[src/rtl/sram_port_arbiter_if.sv]
// -----------------------------------------------------------------------------
// sram_port_arbiter_if
//
// Purpose: This interface bundles every handshake and pin-level bus signal of
//          sram_port_arbiter: the fetch port, the data port, the pipeline stall
//          request and the external SRAM pins.
//
// Modports:
//   slave  - the arbiter's view. It samples the requests and SRAM read data,
//            and drives the completions, the stall request and the SRAM pins.
//   master - the environment's view: the pipeline stages plus the SRAM device.
//
// Signals:
//   if_req/if_addr            fetch request and word-aligned byte address
//   if_rdata/if_ready         fetched word and its one-cycle completion pulse
//   d_req/d_we/d_sel          data request, store flag, store byte enables
//   d_addr/d_wdata            data byte address and store data
//   d_rdata/d_ready           load data and its one-cycle completion pulse
//   stall_req                 pipeline freeze request
//   sram_ce_n/oe_n/we_n/be_n  active-low SRAM strobes and byte enables
//   sram_addr/sram_wdata      SRAM word address and write data
//   sram_rdata                SRAM read data
// -----------------------------------------------------------------------------
interface sram_port_arbiter_if #(
   parameter int ADDR_W = 20
);
   // Fetch port
   logic              if_req;
   logic [31:0]       if_addr;
   logic [31:0]       if_rdata;
   logic              if_ready;

   // Data port
   logic              d_req;
   logic              d_we;
   logic [3:0]        d_sel;
   logic [31:0]       d_addr;
   logic [31:0]       d_wdata;
   logic [31:0]       d_rdata;
   logic              d_ready;

   // Pipeline control
   logic              stall_req;

   // SRAM pins
   logic              sram_ce_n;
   logic              sram_oe_n;
   logic              sram_we_n;
   logic [3:0]        sram_be_n;
   logic [ADDR_W-1:0] sram_addr;
   logic [31:0]       sram_wdata;
   logic [31:0]       sram_rdata;

   modport slave (
      input  if_req, if_addr,
      output if_rdata, if_ready,
      input  d_req, d_we, d_sel, d_addr, d_wdata,
      output d_rdata, d_ready,
      output stall_req,
      output sram_ce_n, sram_oe_n, sram_we_n, sram_be_n, sram_addr, sram_wdata,
      input  sram_rdata
   );

   modport master (
      output if_req, if_addr,
      input  if_rdata, if_ready,
      output d_req, d_we, d_sel, d_addr, d_wdata,
      input  d_rdata, d_ready,
      input  stall_req,
      input  sram_ce_n, sram_oe_n, sram_we_n, sram_be_n, sram_addr, sram_wdata,
      output sram_rdata
   );
endinterface

[src/rtl/sram_port_arbiter.sv]
// -----------------------------------------------------------------------------
// sram_port_arbiter
//
// Purpose: This block shares one single-ported asynchronous SRAM between the
//          instruction fetch stage and the load/store stage. Each access runs
//          through the sequence IDLE -> ACCESS (WAIT_CYCLES strobe cycles) ->
//          DONE. In DONE the block returns a one-cycle ready pulse to the
//          requester that was granted. Data requests have fixed priority over
//          fetch requests, because the data request belongs to the older
//          instruction.
//
// Parameters:
//   WAIT_CYCLES  SRAM strobe cycles per access. The legal range is 1..15.
//   ADDR_W       SRAM word-address width. The byte address bits
//                [ADDR_W+1:2] are used. ADDR_W must be at most 30.
//
// Ports:
//   clk            core clock. All state changes on the rising edge.
//   rst            asynchronous, active-low reset
//   bus            sram_port_arbiter_if.slave, which carries the fetch port,
//                  the data port, stall_req and the SRAM pins
//   perf_if_stall  count of cycles in which fetch is blocked
//   perf_d_acc     count of completed data accesses
//
// Build option:
//   SRAM_ARB_PERF_EN  When this macro is defined, the two performance
//                     counters are built. When it is not defined, both perf
//                     outputs are tied to zero.
// -----------------------------------------------------------------------------
module sram_port_arbiter #(
   parameter int WAIT_CYCLES = 2,
   parameter int ADDR_W      = 20
) (
   input  logic                clk,
   input  logic                rst,
   sram_port_arbiter_if.slave  bus,
   output logic [31:0]         perf_if_stall,
   output logic [31:0]         perf_d_acc
);

   typedef enum logic [1:0] {
      S_IDLE   = 2'd0,
      S_ACCESS = 2'd1,
      S_DONE   = 2'd2
   } state_t;

   // The strobe counter counts down from WAIT_CYCLES-1 to 0, so ACCESS lasts
   // exactly WAIT_CYCLES cycles.
   localparam logic [3:0] CNT_INIT = 4'(WAIT_CYCLES - 1);

   state_t            state_q, state_d;
   logic              gnt_data_q, gnt_data_d;   // 1 = data port owns the access
   logic              we_q, we_d;
   logic [3:0]        be_n_q, be_n_d;
   logic [ADDR_W-1:0] addr_q, addr_d;
   logic [31:0]       wdata_q, wdata_d;
   logic [3:0]        cnt_q, cnt_d;
   logic [31:0]       if_rdata_q, if_rdata_d;
   logic [31:0]       d_rdata_q, d_rdata_d;

   logic              if_ready_w;
   logic              d_ready_w;

   // Address bits outside the word-address window are ignored by design.
   logic              unused_addr_bits;
   assign unused_addr_bits = ^{bus.if_addr[31:ADDR_W+2], bus.if_addr[1:0],
                               bus.d_addr[31:ADDR_W+2],  bus.d_addr[1:0]};

   // ---------------------------------------------------------------------------
   // State and access registers
   // ---------------------------------------------------------------------------
   always_ff @(posedge clk or negedge rst) begin
      if (!rst) begin
         state_q    <= S_IDLE;
         gnt_data_q <= 1'b0;
         we_q       <= 1'b0;
         be_n_q     <= 4'hF;
         addr_q     <= '0;
         wdata_q    <= '0;
         cnt_q      <= '0;
         if_rdata_q <= '0;
         d_rdata_q  <= '0;
      end else begin
         state_q    <= state_d;
         gnt_data_q <= gnt_data_d;
         we_q       <= we_d;
         be_n_q     <= be_n_d;
         addr_q     <= addr_d;
         wdata_q    <= wdata_d;
         cnt_q      <= cnt_d;
         if_rdata_q <= if_rdata_d;
         d_rdata_q  <= d_rdata_d;
      end
   end

   // ---------------------------------------------------------------------------
   // Next-state logic: arbitration, access latch, strobe countdown, capture
   // ---------------------------------------------------------------------------
   always_comb begin
      state_d    = state_q;
      gnt_data_d = gnt_data_q;
      we_d       = we_q;
      be_n_d     = be_n_q;
      addr_d     = addr_q;
      wdata_d    = wdata_q;
      cnt_d      = cnt_q;
      if_rdata_d = if_rdata_q;
      d_rdata_d  = d_rdata_q;

      unique case (state_q)
         S_IDLE: begin
            if (bus.d_req) begin
               state_d    = S_ACCESS;
               gnt_data_d = 1'b1;
               we_d       = bus.d_we;
               // All byte lanes are enabled for reads. Stores drive only the
               // selected lanes.
               be_n_d     = bus.d_we ? ~bus.d_sel : 4'b0000;
               addr_d     = bus.d_addr[ADDR_W+1:2];
               if (bus.d_we) begin
                  wdata_d = bus.d_wdata;
               end
               cnt_d      = CNT_INIT;
            end else if (bus.if_req) begin
               state_d    = S_ACCESS;
               gnt_data_d = 1'b0;
               we_d       = 1'b0;
               be_n_d     = 4'b0000;
               addr_d     = bus.if_addr[ADDR_W+1:2];
               cnt_d      = CNT_INIT;
            end
         end

         S_ACCESS: begin
            if (cnt_q == 4'd0) begin
               state_d = S_DONE;
               // The SRAM output is stable by the last strobe cycle. Read data
               // is captured only for the requester that owns the access, so
               // the other requester's read register keeps its old value.
               if (!we_q) begin
                  if (gnt_data_q) begin
                     d_rdata_d = bus.sram_rdata;
                  end else begin
                     if_rdata_d = bus.sram_rdata;
                  end
               end
            end else begin
               cnt_d = cnt_q - 4'd1;
            end
         end

         S_DONE: begin
            state_d = S_IDLE;
         end

         default: begin
            state_d = S_IDLE;
         end
      endcase
   end

   // ---------------------------------------------------------------------------
   // Outputs
   // ---------------------------------------------------------------------------
   // The strobes are decoded from the registered state. Because of this, an
   // asynchronous reset releases them in the same cycle it is applied.
   // sram_addr and sram_wdata stay at their registered values during DONE.
   // This gives one cycle of address and data hold after we_n rises.
   assign if_ready_w = (state_q == S_DONE) && !gnt_data_q;
   assign d_ready_w  = (state_q == S_DONE) &&  gnt_data_q;

   assign bus.if_ready   = if_ready_w;
   assign bus.d_ready    = d_ready_w;
   assign bus.if_rdata   = if_rdata_q;
   assign bus.d_rdata    = d_rdata_q;

   assign bus.sram_ce_n  = (state_q != S_ACCESS);
   assign bus.sram_oe_n  = !((state_q == S_ACCESS) && !we_q);
   assign bus.sram_we_n  = !((state_q == S_ACCESS) &&  we_q);
   assign bus.sram_be_n  = (state_q == S_ACCESS) ? be_n_q : 4'hF;
   assign bus.sram_addr  = addr_q;
   assign bus.sram_wdata = wdata_q;

   assign bus.stall_req  = (bus.if_req && !if_ready_w) || (bus.d_req && !d_ready_w);

`ifdef SRAM_ARB_PERF_EN
   // ---------------------------------------------------------------------------
   // Performance counters
   // ---------------------------------------------------------------------------
   logic [31:0] perf_if_stall_q;
   logic [31:0] perf_d_acc_q;
   logic        fetch_served;

   // Fetch counts as served in two cases. The first is while it owns an access.
   // The second is the IDLE cycle in which fetch wins arbitration, which
   // happens when no data request is pending.
   assign fetch_served = ((state_q != S_IDLE) && !gnt_data_q) ||
                         ((state_q == S_IDLE) && !bus.d_req);

   always_ff @(posedge clk or negedge rst) begin
      if (!rst) begin
         perf_if_stall_q <= '0;
         perf_d_acc_q    <= '0;
      end else begin
         if (bus.if_req && !fetch_served) begin
            perf_if_stall_q <= perf_if_stall_q + 32'd1;
         end
         if (d_ready_w) begin
            perf_d_acc_q <= perf_d_acc_q + 32'd1;
         end
      end
   end

   assign perf_if_stall = perf_if_stall_q;
   assign perf_d_acc    = perf_d_acc_q;
`else
   assign perf_if_stall = 32'h0;
   assign perf_d_acc    = 32'h0;
`endif

endmodule
[src/flat_wrapper.sv]
// flat-port wrapper written by rule: the top's interface ports become plain ports
module sram_port_arbiter_flat 
#(
   parameter int WAIT_CYCLES = 2,
   parameter int ADDR_W      = 20
)
  (clk, rst, perf_if_stall, perf_d_acc, bus_if_req, bus_if_addr, bus_if_rdata, bus_if_ready, bus_d_req, bus_d_we, bus_d_sel, bus_d_addr, bus_d_wdata, bus_d_rdata, bus_d_ready, bus_stall_req, bus_sram_ce_n, bus_sram_oe_n, bus_sram_we_n, bus_sram_be_n, bus_sram_addr, bus_sram_wdata, bus_sram_rdata);
  sram_port_arbiter_if #(.ADDR_W(ADDR_W)) bus_i ();
  input  logic clk;
  input  logic rst;
  output logic [31:0] perf_if_stall;
  output logic [31:0] perf_d_acc;
  input wire logic [$bits(bus_i.if_req)-1:0] bus_if_req;
  input wire logic [$bits(bus_i.if_addr)-1:0] bus_if_addr;
  output wire logic [$bits(bus_i.if_rdata)-1:0] bus_if_rdata;
  output wire logic [$bits(bus_i.if_ready)-1:0] bus_if_ready;
  input wire logic [$bits(bus_i.d_req)-1:0] bus_d_req;
  input wire logic [$bits(bus_i.d_we)-1:0] bus_d_we;
  input wire logic [$bits(bus_i.d_sel)-1:0] bus_d_sel;
  input wire logic [$bits(bus_i.d_addr)-1:0] bus_d_addr;
  input wire logic [$bits(bus_i.d_wdata)-1:0] bus_d_wdata;
  output wire logic [$bits(bus_i.d_rdata)-1:0] bus_d_rdata;
  output wire logic [$bits(bus_i.d_ready)-1:0] bus_d_ready;
  output wire logic [$bits(bus_i.stall_req)-1:0] bus_stall_req;
  output wire logic [$bits(bus_i.sram_ce_n)-1:0] bus_sram_ce_n;
  output wire logic [$bits(bus_i.sram_oe_n)-1:0] bus_sram_oe_n;
  output wire logic [$bits(bus_i.sram_we_n)-1:0] bus_sram_we_n;
  output wire logic [$bits(bus_i.sram_be_n)-1:0] bus_sram_be_n;
  output wire logic [$bits(bus_i.sram_addr)-1:0] bus_sram_addr;
  output wire logic [$bits(bus_i.sram_wdata)-1:0] bus_sram_wdata;
  input wire logic [$bits(bus_i.sram_rdata)-1:0] bus_sram_rdata;
  assign bus_i.if_req = bus_if_req;
  assign bus_i.if_addr = bus_if_addr;
  assign bus_if_rdata = bus_i.if_rdata;
  assign bus_if_ready = bus_i.if_ready;
  assign bus_i.d_req = bus_d_req;
  assign bus_i.d_we = bus_d_we;
  assign bus_i.d_sel = bus_d_sel;
  assign bus_i.d_addr = bus_d_addr;
  assign bus_i.d_wdata = bus_d_wdata;
  assign bus_d_rdata = bus_i.d_rdata;
  assign bus_d_ready = bus_i.d_ready;
  assign bus_stall_req = bus_i.stall_req;
  assign bus_sram_ce_n = bus_i.sram_ce_n;
  assign bus_sram_oe_n = bus_i.sram_oe_n;
  assign bus_sram_we_n = bus_i.sram_we_n;
  assign bus_sram_be_n = bus_i.sram_be_n;
  assign bus_sram_addr = bus_i.sram_addr;
  assign bus_sram_wdata = bus_i.sram_wdata;
  assign bus_i.sram_rdata = bus_sram_rdata;
  sram_port_arbiter #(.WAIT_CYCLES(WAIT_CYCLES), .ADDR_W(ADDR_W)) u_core (.clk(clk), .rst(rst), .bus(bus_i), .perf_if_stall(perf_if_stall), .perf_d_acc(perf_d_acc));
endmodule
[config.mk]
export PLATFORM = sky130hd
export DESIGN_NAME = sram_port_arbiter_flat
export DESIGN_NICKNAME = d
export VERILOG_FILES = /design/src/rtl/sram_port_arbiter_if.sv /design/src/rtl/sram_port_arbiter.sv /design/src/flat_wrapper.sv
export SDC_FILE = /design/constraint.sdc
export NUM_CORES = 1
export LEC_CHECK = 0
export ABC_CLOCK_PERIOD_IN_PS = 1950
export CORE_ASPECT_RATIO = 1.5
export CORE_MARGIN = 1
export CORE_UTILIZATION = 35
export DETAILED_ROUTE_END_ITERATION = 16
export GPL_ROUTABILITY_DRIVEN = 0
export PLACE_DENSITY = 0.84
export SKIP_CTS_REPAIR_TIMING = 1
export SYNTH_ARGS = -nofsm -noshare
export SYNTH_HDL_FRONTEND = slang
export SYNTH_SLANG_ARGS = --single-unit
[constraint.sdc]
create_clock -name clk -period 1.95 [get_ports clk]
set_input_delay 0.39 -clock clk [delete_from_list [all_inputs] [get_ports clk]]
set_output_delay 0.39 -clock clk [all_outputs]
set_load 0.1 [all_outputs]
==> run metrics <==
kind of critical path=reg2reg; depth of the CTS H-tree=4; outcome=complete, but fails checks; final WL=14.1 mm; failing checks=setup timing; Yosys cell types=38; Synthesis Warnings=0; vias in the first global route=4139; slowest cell on the critical path=or4_4; input/output buffers=238; top post-synthesis cells by area=dfrtp_1 54%, mux2_2 13%, buf_4 8.3%; Seq. cell area=3210 um^2; final hold slack=397 ps; CP max stage delay=520 ps; Area Growth Syn to Fin=53.4%; area used by multi-input combinational logic=2200 um^2; clk root buf=clkbuf_16; post-synth top area share=53.7%; most frequent cells in the layout=142 x buf_4, 124 x dfrtp_1, 111 x clkdlybuf4s50_1, 66 x mux2_2, 64 x conb_1; ys flop type=dfrtp_1; ANT nets after route=0; crit end category=flip-flop; DR pass1 iterations=4; Die Height=159 um; Die W=107 um; grt ovf=0; syn_area_per_cell=13.6 um^2; Worst Skew=11.2 ps; worst min path class=in2async; worst setup margin=-175 ps; antenna cell count=0; GRT Util Overall=16.5%; Mapped Area=5780 um^2; TritonCTS clock tree=built; largest area contributor in the netlist=dfrtp_1; largest net degree at the start of global routing=58; Pins Over Slew Limit=0; Clock Path Buffers=2; final cell count without fillers=912; I/O pin cnt=327; most common cell after layout, fill and taps aside=buf_4; initial DRC count=154; Max Cap Violations=0; DR vias=4106; insertion delay to the later sink of the worst-skew pair=400 ps; RSZ-0062 raised after global routing=yes; clk slew on worst S/H paths=60 ps; largest fanout on the critical path=8; num rows=57; Worst Path Arrival=2400 ps; fillcell total=1408; Final Hold Viols=0; crit path time final=2120 ps; Num Clock Sinks=128; synthesized flop and latch total=128; CTS buffer count=17; Post-synth ARST share=100%; CP Launch Type=flip-flop; reg2reg setup slack=-170 ps; NumNets Final=832; Req. time, crit path=2230 ps; layout cells sized above 1=43.3%; total die area=17000 um^2; sequential fraction of the synthesis area=55.5%; hpwl dp=10.4 mm; Post-route DRC=0; wire per inst=15.5 um; Setup violations, final=32; Post-synth EDFFs=0; total core area=16200 um^2; Max Fclk=0.471 GHz; first-pass GRT wire length=21.8 mm; placed cells=875; Post-Syn Instances=424; CP cell instances=inv_2 > ha_4 > or3b_4 > or4_4 > clkbuf_16 > mux2_4; Initial Utilization=35.7%; routed vias/inst=4.50; crit share post-route=109%; initial antenna violation count=0
cells in the mapped netlist (5+ instances only):
library cell	instances
a31oi_1	20
mux2_4	30
mux2_2	66
clkbuf_1	12
buf_4	64
dfrtp_1	124
mux2i_1	20
inv_1	5
buf_2	7
nand2b_1	5
a21oi_1	22
nand2_1	6
sequential cells by signal (all words and copies together), names as in the netlist:
name                   cells
u_core.bus.d_rdata        32
u_core.bus.if_rdata       32
u_core.bus.sram_wdata     32
u_core.bus.sram_addr      20
u_core.be_n_q              4
u_core.cnt_q               4
u_core.state_q             2
u_core.gnt_data_q          1
u_core.we_q                1
metal layers:
metal,wire length [um],track usage (%)
met1,5160,18.6
met2,7930,29.6
met3,853,4.83
met4,192,5.17
met5,0,0
worst max-delay path, delay by kind of cell (launching register included):
kind | cells | cell delay, ps
mux | 1 | 300
flops | 1 | 390
fa+ha+maj | 1 | 130
simple gates | 2 | 890
buf+inv | 2 | 300
cell type report:
type / count / share of cell area [%]
sequential: 128 / 36.2
timing repair buffer: 276 / 29.4
multi-input combinational: 265 / 24.8
clock buffer: 18 / 4.84
tap: 206 / 2.91
clock inverter: 13 / 1.58
inverter: 6 / 0.254
through the flow:
step                      worst slack, ps  utilization, %  cell area, um^2  setup TNS, ps
after floorplan                      -190               -             6040          -5170
after global placement               -253            50.5             8180          -7940
after detailed placement             -307            50.5             8180          -9350
after CTS                            -317            54.0             8750          -9710
after global routing                 -229            54.7             8860          -6740
final                                -175            54.7             8860          -4980
worst paths after layout:
path,depth (start not counted),endpoint,start
min in group clk,1,u_core.be_n_q[0]$_DFFE_PN1P_,u_core.be_n_q[0]$_DFFE_PN1P_
worst max register to register,6,u_core.bus.if_rdata[0]$_DFFE_PN0P_,u_core.cnt_q[1]$_DFFE_PN0P_
max in group asynchronous,4,u_core.bus.sram_wdata[4]$_DFFE_PN0P_,rst
worst max-delay path,6,u_core.bus.if_rdata[0]$_DFFE_PN0P_,u_core.cnt_q[1]$_DFFE_PN0P_
worst min register to register,1,u_core.be_n_q[0]$_DFFE_PN1P_,u_core.be_n_q[0]$_DFFE_PN1P_
worst min-delay path,2,u_core.bus.if_rdata[6]$_DFFE_PN0P_,rst
cell families (layout without fill, tap and decap cells):
| group | after synthesis | count (layout) | share of synthesized area (%) |
|---|---|---|---|
| other cells | 1 | 64 | 0.0649 |
| fa+ha+maj | 1 | 1 | 0.217 |
| simple gates | 30 | 30 | 2.99 |
| buf+inv | 94 | 313 | 11.4 |
| flops | 128 | 128 | 55.5 |
| compound gates | 54 | 54 | 5.65 |
| mux | 116 | 116 | 24.1 |
Power is left out: the tool's default activity adds up to more than one toggle a clock period on the data nets, which glitch-free logic cannot reach.
